<file path="src/rtl/branch_resolve_ctrl_pkg.sv">
// Shared encodings for the ID-stage branch sequencer: branch opcodes, REGIMM sub-ops, FSM states.
// Build option: BRANCH_DELAY_SLOT_EN (see branch_resolve_ctrl.sv).
package branch_resolve_ctrl_pkg;

    localparam logic [5:0] OP_REGIMM = 6'b000001;
    localparam logic [5:0] OP_BEQ    = 6'b000100;
    localparam logic [5:0] OP_BNE    = 6'b000101;
    localparam logic [5:0] OP_BLEZ   = 6'b000110;
    localparam logic [5:0] OP_BGTZ   = 6'b000111;

    localparam logic [4:0] RT_BLTZ   = 5'b00000;
    localparam logic [4:0] RT_BGEZ   = 5'b00001;
    localparam logic [4:0] RT_BLTZAL = 5'b10000;
    localparam logic [4:0] RT_BGEZAL = 5'b10001;

    localparam logic [4:0] REG_ZERO  = 5'd0;

    typedef enum logic [1:0] {
        ST_IDLE    = 2'd0,
        ST_WAIT    = 2'd1,
        ST_RESOLVE = 2'd2
    } br_state_e;

    function automatic logic is_link_op(input logic [5:0] op, input logic [4:0] rt);
        return (op == OP_REGIMM) && ((rt == RT_BLTZAL) || (rt == RT_BGEZAL));
    endfunction

endpackage

</file>
<file path="src/rtl/branch_resolve_ctrl_if.sv">
// Decode/hazard/PC-mux bundle around the branch sequencer; master = pipeline side, slave = sequencer.
// flush_d only exists when BRANCH_DELAY_SLOT_EN is undefined.
interface branch_resolve_ctrl_if;
    logic       id_valid;
    logic [5:0] id_opcode;
    logic [4:0] id_rs;
    logic [4:0] id_rt;
    logic       ex_regwrite;
    logic       ex_memtoreg;
    logic [4:0] ex_writereg;
    logic       mem_memtoreg;
    logic [4:0] mem_writereg;
    logic       cmp_result;
    logic       hold_in;
    logic       flush_in;

    logic       stall_f;
    logic       stall_d;
    logic       flush_e;
    logic       pc_src_branch;
    logic       link_we;
    logic       busy;
`ifndef BRANCH_DELAY_SLOT_EN
    logic       flush_d;
`endif

    modport master (
        output id_valid, id_opcode, id_rs, id_rt,
        output ex_regwrite, ex_memtoreg, ex_writereg, mem_memtoreg, mem_writereg,
        output cmp_result, hold_in, flush_in,
        input  stall_f, stall_d, flush_e, pc_src_branch, link_we, busy
`ifndef BRANCH_DELAY_SLOT_EN
        , input flush_d
`endif
    );

    modport slave (
        input  id_valid, id_opcode, id_rs, id_rt,
        input  ex_regwrite, ex_memtoreg, ex_writereg, mem_memtoreg, mem_writereg,
        input  cmp_result, hold_in, flush_in,
        output stall_f, stall_d, flush_e, pc_src_branch, link_we, busy
`ifndef BRANCH_DELAY_SLOT_EN
        , output flush_d
`endif
    );

endinterface

</file>
<file path="src/rtl/branch_resolve_ctrl_hazard.sv">
// Combinational branch classification and stall-depth computation for the ID-stage branch.
// need is the worst case over the branch's source operands; $0 never creates a hazard.
module branch_hazard_detect
    import branch_resolve_ctrl_pkg::*;
#(
    parameter int ALU_WAIT  = 1,
    parameter int LOAD_WAIT = 2,
    parameter int CNT_W     = 2
) (
    input  logic [5:0]       id_opcode_i,
    input  logic [4:0]       id_rs_i,
    input  logic [4:0]       id_rt_i,
    input  logic             ex_regwrite_i,
    input  logic             ex_memtoreg_i,
    input  logic [4:0]       ex_writereg_i,
    input  logic             mem_memtoreg_i,
    input  logic [4:0]       mem_writereg_i,
    output logic             is_br_o,
    output logic             is_link_o,
    output logic [CNT_W-1:0] need_o
);

    logic                  uses_rt;
    logic                  is_regimm_br;
    logic [1:0][CNT_W-1:0] src_need;

    assign uses_rt      = (id_opcode_i == OP_BEQ) || (id_opcode_i == OP_BNE);
    assign is_regimm_br = (id_opcode_i == OP_REGIMM) &&
                          ((id_rt_i == RT_BLTZ)   || (id_rt_i == RT_BGEZ) ||
                           (id_rt_i == RT_BLTZAL) || (id_rt_i == RT_BGEZAL));
    assign is_br_o      = uses_rt || (id_opcode_i == OP_BLEZ) || (id_opcode_i == OP_BGTZ) ||
                          is_regimm_br;
    assign is_link_o    = is_link_op(id_opcode_i, id_rt_i);

    // Operand 0 is rs (always read), operand 1 is rt (read only by BEQ/BNE).
    for (genvar gi = 0; gi < 2; gi++) begin : g_src
        logic [4:0] src;
        logic       src_en;
        logic       hit_ex;
        logic       hit_mem;

        assign src     = (gi == 0) ? id_rs_i : id_rt_i;
        assign src_en  = (gi == 0) ? 1'b1 : uses_rt;
        assign hit_ex  = src_en && (src != REG_ZERO) && (ex_writereg_i == src);
        assign hit_mem = src_en && (src != REG_ZERO) && (mem_writereg_i == src);

        assign src_need[gi] = (hit_ex && ex_memtoreg_i)   ? CNT_W'(LOAD_WAIT) :
                              (hit_ex && ex_regwrite_i)   ? CNT_W'(ALU_WAIT)  :
                              (hit_mem && mem_memtoreg_i) ? CNT_W'(1)         :
                                                            '0;
    end

    assign need_o = (src_need[0] > src_need[1]) ? src_need[0] : src_need[1];

endmodule

</file>
<file path="src/rtl/branch_resolve_ctrl.sv">
// ID-stage branch sequencer: stalls IF/ID and bubbles EX until operands are ready, then resolves once.
// BRANCH_DELAY_SLOT_EN defined: no flush_d; undefined: taken resolve squashes IF via flush_d.
module branch_resolve_ctrl
    import branch_resolve_ctrl_pkg::*;
#(
    parameter int ALU_WAIT  = 1,
    parameter int LOAD_WAIT = 2,
    parameter int CNT_W     = 2
) (
    input  logic                  clk,
    input  logic                  rst,
    branch_resolve_ctrl_if.slave  bus
);

    br_state_e        state_q;
    logic [CNT_W-1:0] cnt_q;
    logic [CNT_W-1:0] cnt_d;
    logic             link_q;
    logic             busy_q;

    logic             is_br;
    logic             is_link;
    logic [CNT_W-1:0] need;
    logic             start;

    logic             stall_c;
    logic             flush_e_c;
    logic             pc_src_c;
    logic             link_c;

    branch_hazard_detect #(
        .ALU_WAIT  (ALU_WAIT),
        .LOAD_WAIT (LOAD_WAIT),
        .CNT_W     (CNT_W)
    ) u_hazard (
        .id_opcode_i    (bus.id_opcode),
        .id_rs_i        (bus.id_rs),
        .id_rt_i        (bus.id_rt),
        .ex_regwrite_i  (bus.ex_regwrite),
        .ex_memtoreg_i  (bus.ex_memtoreg),
        .ex_writereg_i  (bus.ex_writereg),
        .mem_memtoreg_i (bus.mem_memtoreg),
        .mem_writereg_i (bus.mem_writereg),
        .is_br_o        (is_br),
        .is_link_o      (is_link),
        .need_o         (need)
    );

    assign start = bus.id_valid && is_br;
    assign cnt_d = cnt_q - CNT_W'(1);

    // The detection cycle is the first stall cycle, so a depth-N hazard stalls exactly N cycles.
    always_ff @(posedge clk or negedge rst) begin
        if (!rst) begin
            state_q <= ST_IDLE;
            cnt_q   <= '0;
            link_q  <= 1'b0;
            busy_q  <= 1'b0;
        end else if (bus.flush_in) begin
            state_q <= ST_IDLE;
            cnt_q   <= '0;
            busy_q  <= 1'b0;
        end else if (!bus.hold_in) begin
            unique case (state_q)
                ST_IDLE: begin
                    if (start && (need != '0)) begin
                        cnt_q   <= need;
                        link_q  <= is_link;
                        busy_q  <= 1'b1;
                        state_q <= (need == CNT_W'(1)) ? ST_RESOLVE : ST_WAIT;
                    end
                end
                ST_WAIT: begin
                    cnt_q <= cnt_d;
                    if (cnt_d == CNT_W'(1)) begin
                        state_q <= ST_RESOLVE;
                    end
                end
                ST_RESOLVE: begin
                    cnt_q   <= '0;
                    busy_q  <= 1'b0;
                    state_q <= ST_IDLE;
                end
                default: begin
                    cnt_q   <= '0;
                    busy_q  <= 1'b0;
                    state_q <= ST_IDLE;
                end
            endcase
        end
    end

    // Outputs are held low while reset is asserted so downstream sees no stray stall or redirect.
    always_comb begin
        stall_c   = 1'b0;
        flush_e_c = 1'b0;
        pc_src_c  = 1'b0;
        link_c    = 1'b0;
        if (!rst) begin
            stall_c = 1'b0;
        end else if (bus.flush_in) begin
            flush_e_c = 1'b1;
        end else begin
            unique case (state_q)
                ST_IDLE: begin
                    if (start && !bus.hold_in) begin
                        if (need == '0) begin
                            pc_src_c = bus.cmp_result;
                            link_c   = is_link;
                        end else begin
                            stall_c   = 1'b1;
                            flush_e_c = 1'b1;
                        end
                    end
                end
                ST_WAIT: begin
                    stall_c   = 1'b1;
                    flush_e_c = 1'b1;
                end
                ST_RESOLVE: begin
                    if (!bus.hold_in) begin
                        pc_src_c = bus.cmp_result;
                        link_c   = link_q;
                    end
                end
                default: begin
                    stall_c = 1'b0;
                end
            endcase
        end
    end

    assign bus.stall_f       = stall_c;
    assign bus.stall_d       = stall_c;
    assign bus.flush_e       = flush_e_c;
    assign bus.pc_src_branch = pc_src_c;
    assign bus.link_we       = link_c;
    assign bus.busy          = busy_q;
`ifndef BRANCH_DELAY_SLOT_EN
    assign bus.flush_d       = pc_src_c;
`endif

endmodule

</file>
<file path="src/flat_wrapper.sv">
// flat-port wrapper written by rule: the top's interface ports become plain ports
module branch_resolve_ctrl_flat import branch_resolve_ctrl_pkg::*;
#(
    parameter int ALU_WAIT  = 1,
    parameter int LOAD_WAIT = 2,
    parameter int CNT_W     = 2
)
  (clk, rst, bus_id_valid, bus_id_opcode, bus_id_rs, bus_id_rt, bus_ex_regwrite, bus_ex_memtoreg, bus_ex_writereg, bus_mem_memtoreg, bus_mem_writereg, bus_cmp_result, bus_hold_in, bus_flush_in, bus_stall_f, bus_stall_d, bus_flush_e, bus_pc_src_branch, bus_link_we, bus_busy, bus_flush_d);
  branch_resolve_ctrl_if bus_i ();
  input  logic clk;
  input  logic rst;
  input wire logic [$bits(bus_i.id_valid)-1:0] bus_id_valid;
  input wire logic [$bits(bus_i.id_opcode)-1:0] bus_id_opcode;
  input wire logic [$bits(bus_i.id_rs)-1:0] bus_id_rs;
  input wire logic [$bits(bus_i.id_rt)-1:0] bus_id_rt;
  input wire logic [$bits(bus_i.ex_regwrite)-1:0] bus_ex_regwrite;
  input wire logic [$bits(bus_i.ex_memtoreg)-1:0] bus_ex_memtoreg;
  input wire logic [$bits(bus_i.ex_writereg)-1:0] bus_ex_writereg;
  input wire logic [$bits(bus_i.mem_memtoreg)-1:0] bus_mem_memtoreg;
  input wire logic [$bits(bus_i.mem_writereg)-1:0] bus_mem_writereg;
  input wire logic [$bits(bus_i.cmp_result)-1:0] bus_cmp_result;
  input wire logic [$bits(bus_i.hold_in)-1:0] bus_hold_in;
  input wire logic [$bits(bus_i.flush_in)-1:0] bus_flush_in;
  output wire logic [$bits(bus_i.stall_f)-1:0] bus_stall_f;
  output wire logic [$bits(bus_i.stall_d)-1:0] bus_stall_d;
  output wire logic [$bits(bus_i.flush_e)-1:0] bus_flush_e;
  output wire logic [$bits(bus_i.pc_src_branch)-1:0] bus_pc_src_branch;
  output wire logic [$bits(bus_i.link_we)-1:0] bus_link_we;
  output wire logic [$bits(bus_i.busy)-1:0] bus_busy;
  output wire logic [$bits(bus_i.flush_d)-1:0] bus_flush_d;
  assign bus_i.id_valid = bus_id_valid;
  assign bus_i.id_opcode = bus_id_opcode;
  assign bus_i.id_rs = bus_id_rs;
  assign bus_i.id_rt = bus_id_rt;
  assign bus_i.ex_regwrite = bus_ex_regwrite;
  assign bus_i.ex_memtoreg = bus_ex_memtoreg;
  assign bus_i.ex_writereg = bus_ex_writereg;
  assign bus_i.mem_memtoreg = bus_mem_memtoreg;
  assign bus_i.mem_writereg = bus_mem_writereg;
  assign bus_i.cmp_result = bus_cmp_result;
  assign bus_i.hold_in = bus_hold_in;
  assign bus_i.flush_in = bus_flush_in;
  assign bus_stall_f = bus_i.stall_f;
  assign bus_stall_d = bus_i.stall_d;
  assign bus_flush_e = bus_i.flush_e;
  assign bus_pc_src_branch = bus_i.pc_src_branch;
  assign bus_link_we = bus_i.link_we;
  assign bus_busy = bus_i.busy;
  assign bus_flush_d = bus_i.flush_d;
  branch_resolve_ctrl #(.ALU_WAIT(ALU_WAIT), .LOAD_WAIT(LOAD_WAIT), .CNT_W(CNT_W)) u_core (.clk(clk), .rst(rst), .bus(bus_i));
endmodule
</file>
<file path="config.mk">
export PLATFORM = sky130hd
export DESIGN_NAME = branch_resolve_ctrl_flat
export DESIGN_NICKNAME = d
export VERILOG_FILES = /design/src/rtl/branch_resolve_ctrl_pkg.sv /design/src/rtl/branch_resolve_ctrl_if.sv /design/src/rtl/branch_resolve_ctrl_hazard.sv /design/src/rtl/branch_resolve_ctrl.sv /design/src/flat_wrapper.sv
export SDC_FILE = /design/constraint.sdc
export NUM_CORES = 1
export LEC_CHECK = 0
export BUFFER_PORTS_ARGS = -buffer_cell sky130_fd_sc_hd__buf_2
export CAP_MARGIN = 30
export CELL_PAD_IN_SITES_DETAIL_PLACEMENT = 1
export CELL_PAD_IN_SITES_GLOBAL_PLACEMENT = 1
export CORE_ASPECT_RATIO = 0.9
export CORE_MARGIN = 10
export CORE_UTILIZATION = 37
export CTS_CLUSTER_DIAMETER = 100
export DETAILED_ROUTE_END_ITERATION = 16
export GPL_TIMING_DRIVEN = 0
export PLACE_DENSITY_LB_ADDON = 0.1
export SYNTH_ARGS = -nofsm -noshare
export SYNTH_HDL_FRONTEND = slang
export SYNTH_HIERARCHICAL = 1
export SYNTH_SLANG_ARGS = --single-unit
export TNS_END_PERCENT = 10
</file>
<file path="constraint.sdc">
create_clock -name clk -period 9.29 [get_ports clk]
set_input_delay 2.3225 -clock clk [delete_from_list [all_inputs] [get_ports clk]]
set_output_delay 2.3225 -clock clk [all_outputs]
set_load 0.02 [all_outputs]
</file>
# [Word level (Yosys, flattened, before mapping)]
# Cells that the tools add are included.
[word_totals] ff_bits=6 out_inout_bits=7 elab_cells=103
[op_classes] n_addsub=1 n_lt_le_gt_ge=1 eq_ne=20 mux=40 bitwise_logic=2 n_reduce_logical=35
[ops] op="$eq 6x3->1 const B" n=4
[ops] op="$mux 1" n=23
[ops] op="$mux 2" n=11
[ops] op="$eq 5x5->1" n=4
[ops] op="$logic_and 1x1->1" n=16
[ops] op="$eq 5x5->1 const B" n=2
[ops] op="$reduce_bool 5->1" n=2
[ops] op="$logic_or 1x1->1" n=8
[ops] op="$pmux 1 s2" n=4
[ops] op="$pmux 2 s2" n=2
[ops] op="$eq 2x1->1 const B" n=3
[ops] op="$eq 6x1->1 const B" n=1
[ops] op="$ne 3x2->1 const B" n=2
[ops] op="$reduce_and 3->1" n=2
[ops] op="$eq 5x1->1 const B" n=1
[ops] op="$logic_not 5->1" n=1
[ops] op="$logic_not 2->1" n=2
[ops] op="$reduce_and 4->1" n=1
[ops] op="$eq 2x2->1 const B" n=1
[ops] op="$gt 2x2->1" n=1
[ops] op="$ne 2x1->1 const B" n=1
[ops] op="$ne 2x2->1 const B" n=1
[ops] op="$not 1->1" n=2
[ops] op="$reduce_and 2->1" n=1
[ops] op="other kinds (3)" n=3

# [Longest topological paths before layout]
# Gate-level depths: netlist of the first run.
[depth] ltp_word=16 ltp_mapped=13 ltp_nobuf=12

# [Modules after synthesis]
# Netlist of the first run, hierarchy kept.
[modules_own_cells] module="branch_hazard_detect" instances=1 cells_each=62 area_each_um2=520.5 seq_area_each_um2=0.0
[modules_own_cells] module="branch_resolve_ctrl" instances=1 cells_each=48 area_each_um2=457.9 seq_area_each_um2=150.1

# [Worst setup path before layout of the first run]
# Ideal clock, no wire load.
[synth_path] path_kind="input to output" from="input bus_id_opcode[3]" to="output bus_pc_src_branch" arrival_ns=4.960 required_ns=6.968 setup_slack_ns=2.007 path_stages=11 path_cell_list="nor3_2 > nor4bb_4 > nand2_1 > ha_1 > nor3_1 > a31oi_1 > a22o_1 > and4bb_2 > nor2_1 > nor3b_1 > buf_4"
[synth_via] elab_chain_len=16
[synth_lines] item="start: declaration" line_no="flat_wrapper.sv:13" rtl="input wire logic [$bits(bus_i.id_opcode)-1:0] bus_id_opcode;"
[synth_lines] item="$eq 6x3->1" line_no="branch_resolve_ctrl_hazard.sv:27" rtl="assign uses_rt = (id_opcode_i == OP_BEQ) || (id_opcode_i == OP_BNE);"
[synth_lines] item="$logic_or 1x1->1 *" line_no="branch_resolve_ctrl_hazard.sv:27"
[synth_lines] item="$logic_and 1x1->1 *" line_no="branch_resolve_ctrl_hazard.sv:44, branch_resolve_ctrl_hazard.sv:45"
[synth_lines] item="$logic_and 1x1->1" line_no="branch_resolve_ctrl_hazard.sv:45" rtl="assign hit_mem = src_en && (src != REG_ZERO) && (mem_writereg_i == src);"
[synth_lines] item="$logic_and 1x1->1" line_no="branch_resolve_ctrl_hazard.sv:49" rtl="(hit_mem && mem_memtoreg_i) ? CNT_W'(1) :"
[synth_lines] item="$mux 1" line_no="branch_resolve_ctrl_hazard.sv:49"
[synth_lines] item="$mux 1" line_no="branch_resolve_ctrl_hazard.sv:48" rtl="(hit_ex && ex_regwrite_i) ? CNT_W'(ALU_WAIT) :"
[synth_lines] item="$mux 2 *" line_no="branch_resolve_ctrl_hazard.sv:47" rtl="assign src_need[gi] = (hit_ex && ex_memtoreg_i) ? CNT_W'(LOAD_WAIT) :"
[synth_lines] item="$gt 2x2->1" line_no="branch_resolve_ctrl_hazard.sv:53" rtl="assign need_o = (src_need[0] > src_need[1]) ? src_need[0] : src_need[1];"
[synth_lines] item="$mux 2 *" line_no="branch_resolve_ctrl_hazard.sv:53"
[synth_lines] item="net u_core.need[0]" line_no="branch_resolve_ctrl.sv:23" rtl="logic [CNT_W-1:0] need;"
[synth_lines] item="$logic_not 2->1 *" line_no="branch_resolve_ctrl.sv:107" rtl="if (need == '0) begin"
[synth_lines] item="$mux 1 *" line_no="branch_resolve_ctrl.sv:107"
[synth_lines] item="$mux 1 *" line_no="branch_resolve_ctrl.sv:106" rtl="if (start && !bus.hold_in) begin"
[synth_lines] item="$pmux 1 s2 *" line_no="branch_resolve_ctrl.sv:104" rtl="unique case (state_q)"
[synth_lines] item="$mux 1 *" line_no="branch_resolve_ctrl.sv:101" rtl="end else if (bus.flush_in) begin"
[synth_lines] item="$mux 1 *" line_no="branch_resolve_ctrl.sv:99" rtl="if (!rst) begin"
[synth_lines] item="end: declaration" line_no="flat_wrapper.sv:27" rtl="output wire logic [$bits(bus_i.pc_src_branch)-1:0] bus_pc_src_branch;"
# Mark *: on every way through the listed nets, which the timed path passes. The rest lies on a longest branch.

# [Worst setup path in the final report of the first run]
# Same ends and word-level chain as after synthesis.

==> impl_metrics.csv, run 1 <==
group,metric,value,unit
run_status,status,"finished, final reports clean",
sta,maxSlewHeadroom,74.3,%
sta,hold_viol,0,
yosys,synth-adder-area-share,5.12,%
yosys,ys_warn_count,6,
sta,setup_viol,0,
yosys,async_flop_share,100,%
sta,fin_crit,7.34,ns
final_layout,n_antenna_cell,0,
sta,min_period_over_period,79.0,%
route,routed_wl,3000,um
final_layout,layout_commonest_cell,"buf_2",
setup_path,critical_path.top_delay_family,"simple AND/OR/NAND/NOR gates",
route,route.antenna.remaining_nets,0,
power_and_ir_drop,p_leak,0.000574,uW
final_layout,nNetsFinal,195,
cts,cts_tree,"built",
cts,clk_latency,0.25,ns
sta,tns,0,ns
yosys,ys_ff_latch,6,
floorplan,ios,42,
floorplan,initial_core_util,39.3,%
placement,place_congestion,0.773,
setup_path,path_common_cell,"buf_2",
sta,clock_skew,0.00732,ns
grt,grt-ovfl-total,0,
final_layout,drive_gt1_share,41.6,%
grt,grt_pass1_vias,1117,
power_and_ir_drop,finalPower,90.8,uW
cts,cts_setup_buffers,0,
yosys,syn-cell-area,978,um2
floorplan,die_x,74.2,um
sta,fin_hold_ws,0.489,ns
yosys,seq_area_frac_synth,15.3,%
yosys,synth-simple-area-share,28.4,%
setup_path,cp-end-kind,"output port",
power_and_ir_drop,ir_worst_vdd,0.0788,mV
worst_hold_path,hp-class,"flip-flop to flip-flop",
floorplan,coreArea,2490,um2
setup_path,critPathMaxStageDelay,0.40,ns
route,wire_per_inst,16.5,um
cts,htree_levels,1,
setup_path,cp-start-kind,"primary input",
grt,grt_pass1_wl,5050,um
floorplan,dieArea,5100,um2
sta,slew_viol_final,0,
yosys,synth_area_per_cell,8.89,um2
cts,cts.sink_count,6,
setup_path,critPathKind,"primary input to output port",
route,drc_errors,0,
yosys,synth_edf_count,0,
route,first_pass_iters,4,
cts,cts_buffers,3,
yosys,synth_top_family_by_area,"simple AND/OR/NAND/NOR gates",
final_layout,syn_to_final_growth,26.9,%
placement,hpwl,2690,um
cts,cts_buffer_depth,2,
setup_path,worst-path-max-fanout,5,
final_layout,layout_common_cells,"buf_2, xnor2_1, nand2_1",
flow_run,cap_violations,0,
route,vias,972,
final_layout,design_area,1240,um2
yosys,synth-xor-area-share,20.2,%
cts,cts_resized,0,
cts,clk_pin_slew,0.05,ns
power_and_ir_drop,p_per_area,73.1,nW/um2
sta,fmax,136,MHz
yosys,synth_compound_area_share,20.7,%
route,via_per_inst,5.34,
floorplan,fp-row-count,17,
yosys,synth_top_flop_cell,"dfrtp_1",
floorplan,dieHeight,68.8,um
yosys,synth_cells,110,
grt,antenna_found_initial,0,
sta,rsz0062_at_grt,"false",
placement,portBuffers,41,
final_layout,fillCellCount,328,
yosys,ys_types,46,
setup_path,slowest_stage,"nor4bb_4",
setup_path,arrival,5.02,ns
setup_path,crit_buf_inv,3,
grt,gr-usage-all-layers,12.5,%
sta,worst_slew_pin_slew,0.386,ns
setup_path,crit_chain,"buf_2 -> nor3_2 -> nor4bb_4 -> nand2_1 -> ha_1 -> nor3_1 -> a31oi_1 -> a22o_1 -> and4bb_2 -> nor2_1 -> nor3b_1 -> buf_4 -> buf_2",
placement,placed_cell_area,1220,um2
yosys,synth_mux_area_share,5.24,%
cts,root_buffer,"clkbuf_4",
cts,cts_hold_buf,0,
yosys,synthesis.nets,149,
grt,grt_start_max_net_pins,11,
setup_path,worstPathRequired,6.97,ns
route,drt_iter0_drc,50,
## worst reg2reg max path: stages (launching register included)
cell,delay [ns]
dfrtp_1,0.46
or2_4,0.29
o32a_4,0.34
mux2_4,0.30
## flip-flops by register name (all words and copies together), names as in the netlist
| signal | cells |
|---|---|
| u_core/bus.busy | 1 |
| u_core/link_q | 1 |
| u_core/cnt_q | 2 |
| u_core/state_q | 2 |
## metrics by stage
step / cells / setup WS [ns] / utilization (%)
floorplan: 110 / 2.01 / -
global placement: 179 / 2.03 / 49.0
detailed placement: 179 / 1.90 / 49.0
CTS: 182 / 1.90 / 49.9
global route: 182 / 1.68 / 49.9
finish: 182 / 1.95 / 49.9
## metal layers
metal / vias up / GRT usage [%] / share of wire [%]
met5: - / 0 / 0
met4: 0 / 2.09 / 0
met1: 451 / 15.3 / 45
met3: 0 / 5.42 / 7.5
met2: 25 / 20.2 / 47
li1: 496 / - / -
## layout make-up
| cell class | instances | area, um2 | share of cell area, % |
|---|---|---|---|
| plain buffers | 3 | 18.8 | 1.51 |
| repair buffers | 41 | 205 | 16.5 |
| inverters | 8 | 30.0 | 2.42 |
| flip-flops and latches | 6 | 150 | 12.1 |
| multi-input cells | 93 | 779 | 62.8 |
| well taps | 28 | 35.0 | 2.82 |
| clock buffers | 3 | 22.5 | 1.81 |
## cells by family after synthesis
family | count (synthesis)
flip-flops | 6
multiplexers | 4
adder cells (fa/ha/maj) | 4
XOR/XNOR | 20
AO/OA/AOI/OAI | 23
AND/OR/NAND/NOR | 42
buffers and inverters | 11
## worst paths after layout
check,cells past startpoint,endpoint,slack [ns],from
min reg2reg,1,u_core/cnt_q[0]$_DFFE_PN0P_,0.49,u_core/cnt_q[0]$_DFFE_PN0P_
max in group asynchronous,1,u_core/state_q[0]$_DFFE_PN0P_,7.20,rst
min,1,u_core/cnt_q[0]$_DFFE_PN0P_,0.49,u_core/cnt_q[0]$_DFFE_PN0P_
min in group asynchronous,1,u_core/cnt_q[0]$_DFFE_PN0P_,1.91,rst
max reg2reg,3,u_core/state_q[1]$_DFFE_PN0P_,7.78,u_core/state_q[1]$_DFFE_PN0P_
max,13,bus_pc_src_branch,1.95,bus_id_opcode[3]
## Yosys cell counts, types with 2 or more instances
library cell | number | area share (%)
xnor2_1 | 17 | 15
a21oi_1 | 4 | 2.0
nand3b_1 | 3 | 2.3
nand4_1 | 2 | 1.3
nor3b_1 | 2 | 1.5
dfrtp_1 | 6 | 15
nand3_1 | 6 | 3.1
nor3_1 | 2 | 1.0
a22o_1 | 2 | 1.8
xnor2_2 | 3 | 5.0
inv_1 | 8 | 3.1
mux2_4 | 2 | 3.1
nor2_1 | 6 | 2.3
ha_1 | 4 | 5.1
a31oi_1 | 3 | 1.9
nand2_1 | 9 | 3.5
buf_4 | 2 | 1.5
## power by group
part           internal (uW)  switching [uW]  total [uW]
logic                   18.1            18.9        37.0
registers               27.4           0.882        28.3
clock network           14.7            10.8        25.6
total                   60.1            30.6        90.8
No activity file was read; power rests on OpenSTA's default activity.
==> inputs of run 2 (changes only) <==
- CORE_UTILIZATION: 37 -> 34
- clock period: 9.29 -> 7.2 ns (I/O delays scaled with it)
==> impl_metrics.csv, run 2 (synthesis gave the netlist of run 1 again) <==
group,metric,value,unit
setup_path,cp-end-kind,"output port",
route,wire_per_inst,15.8,um
route,routed_wl,3060,um
setup_path,worst-path-max-fanout,5,
sta,tns,0,ns
floorplan,dieArea,5430,um2
floorplan,die_x,76.5,um
flow_run,cap_violations,0,
setup_path,cp-start-kind,"primary input",
cts,cts_buffers,3,
sta,worst_slew_pin_slew,0.395,ns
placement,placed_cell_area,1230,um2
setup_path,r2r-end,"u_core/cnt_q[1]$_DFFE_PN0P_",
sta,maxSlewHeadroom,73.7,%
worst_hold_path,hp-class,"flip-flop to flip-flop",
final_layout,syn_to_final_growth,28.4,%
final_layout,layout.cells.non_filler,194,
sta,fin_crit,6.34,ns
sta,min_period_over_period,88.0,%
power_and_ir_drop,seq_power_share,31.2,%
final_layout,fin_util,45.7,%
final_layout,layout_common_cells,"buf_2, xnor2_1, nand2_1",
floorplan,ios,42,
cts,cts_resized,0,
cts,clk_pin_slew,0.05,ns
setup_path,arrival,4.54,ns
final_layout,reg.largest.list,"u_core/cnt_q (2), u_core/state_q (2)",
grt,antenna_found_initial,0,
cts,cts_hold_buf,0,
sta,fmax,158,MHz
final_layout,n_antenna_cell,0,
grt,grt_start_max_net_pins,11,
power_and_ir_drop,p_sw_share,34.3,%
final_layout,nNetsFinal,195,
route,vias,990,
floorplan,coreArea,2750,um2
cts,cts.sink_count,6,
grt,grt_pass1_vias,1136,
run_status,status,"finished, final reports clean",
route,route.antenna.remaining_nets,0,
power_and_ir_drop,p_clk_share,28.3,%
cts,cts_tree,"built",
cts,clk_latency,0.26,ns
cts,cts_buffer_depth,2,
power_and_ir_drop,p_per_area,94.0,nW/um2
power_and_ir_drop,p_switching,40.5,uW
grt,grt_pass1_wl,5180,um
setup_path,r2r_slack,5.66,ns
route,first_pass_iters,4,
sta,clock_skew,0.00834,ns
final_layout,drive_gt1_share,41.6,%
power_and_ir_drop,internal_power,77.6,uW
route,via_per_inst,5.10,
route,drt_iter0_drc,51,
grt,grt-ovfl-total,0,
setup_path,worstPathRequired,5.40,ns
placement,place_congestion,0.730,
placement,hpwl,2730,um
placement,dp_slack,0.851,ns
setup_path,regToRegStartpoint,"u_core/state_q[1]$_DFFE_PN0P_",
worst_hold_path,hold_depth,1,
setup_path,startpoint,"bus_id_opcode[3]",
final_layout,layout_commonest_cell,"buf_2",
sta,hold_viol,0,
placement,dp_cells,191,
cts,htree_levels,1,
sta,setup_viol,0,
cts,root_buffer,"clkbuf_4",
route,drc_errors,0,
sta,rsz0062_at_grt,"false",
placement,portBuffers,41,
floorplan,initial_core_util,35.6,%
floorplan,fp-row-count,18,
setup_path,reg2reg_depth,3,
power_and_ir_drop,p_leak,0.000574,uW
grt,gr-usage-all-layers,11.2,%
setup_path,endpoint,"bus_pc_src_branch",
setup_path,critPathKind,"primary input to output port",
cts,cts_setup_buffers,0,
power_and_ir_drop,ir_worst_vdd,0.0570,mV
sta,slew_viol_final,0,
floorplan,dieHeight,70.9,um
worst_hold_path,hold_start,"u_core/link_q$_DFFE_PN0P_",
final_layout,design_area,1260,um2
power_and_ir_drop,comb_power_share,40.5,%
sta,setup_ws,0.863,ns
-- run 2: routing by layer --
layer	GRT usage [%]	share of wire [%]	up-vias
met5	0	0	-
met3	3.66	4.9	0
met1	13.5	46	472
met2	19.6	50	25
li1	-	-	493
met4	1.24	0	0
-- run 2: per-stage QoR --
step,hold slack (ns),total power (uW)
finish,0.513,118
CTS,0.504,120
global placement,0.492,83.2
global route,0.550,128
detailed placement,0.496,85.1
floorplan,0.450,63.3
-- run 2: cell type report --
cell class,instances,area [um2]
fill,356,1490
sequential,6,150
buffer,3,18.8
timing repair buffer,41,205
clock buffer,3,22.5
multi-input combinational,93,779
inverter,8,30.0
tap,40,50.0
-- run 2: how the worst min path moves through the flow --
stage,to,slack (ns)
floorplan,u_core/cnt_q[0]$_DFFE_PN0P_,0.45
global placement,u_core/cnt_q[0]$_DFFE_PN0P_,0.49
detailed placement,u_core/cnt_q[0]$_DFFE_PN0P_,0.50
CTS,u_core/cnt_q[0]$_DFFE_PN0P_,0.50
global route,u_core/link_q$_DFFE_PN0P_,0.55
finish,u_core/link_q$_DFFE_PN0P_,0.51
-- run 2: worst max-delay path, stage by stage --
cell	delay (ns)
buf_2	0.10
nor3_2	0.21
nor4bb_4	0.41
nand2_1	0.16
ha_1	0.32
nor3_1	0.20
a31oi_1	0.06
a22o_1	0.30
and4bb_2	0.33
nor2_1	0.05
nor3b_1	0.28
buf_4	0.16
buf_2	0.15
-- run 2: power by group through the flow --
stage          clock network, uW  logic [uW]  registers [uW]
6_report                    33.5        47.8            36.8
5_1_grt                     37.7        53.2            36.9
4_1_cts                     35.1        48.1            36.7
3_5_place_dp                   0        47.9            37.2
3_3_place_gp                   0        46.1            37.2
2_1_floorplan                  0        26.6            36.7
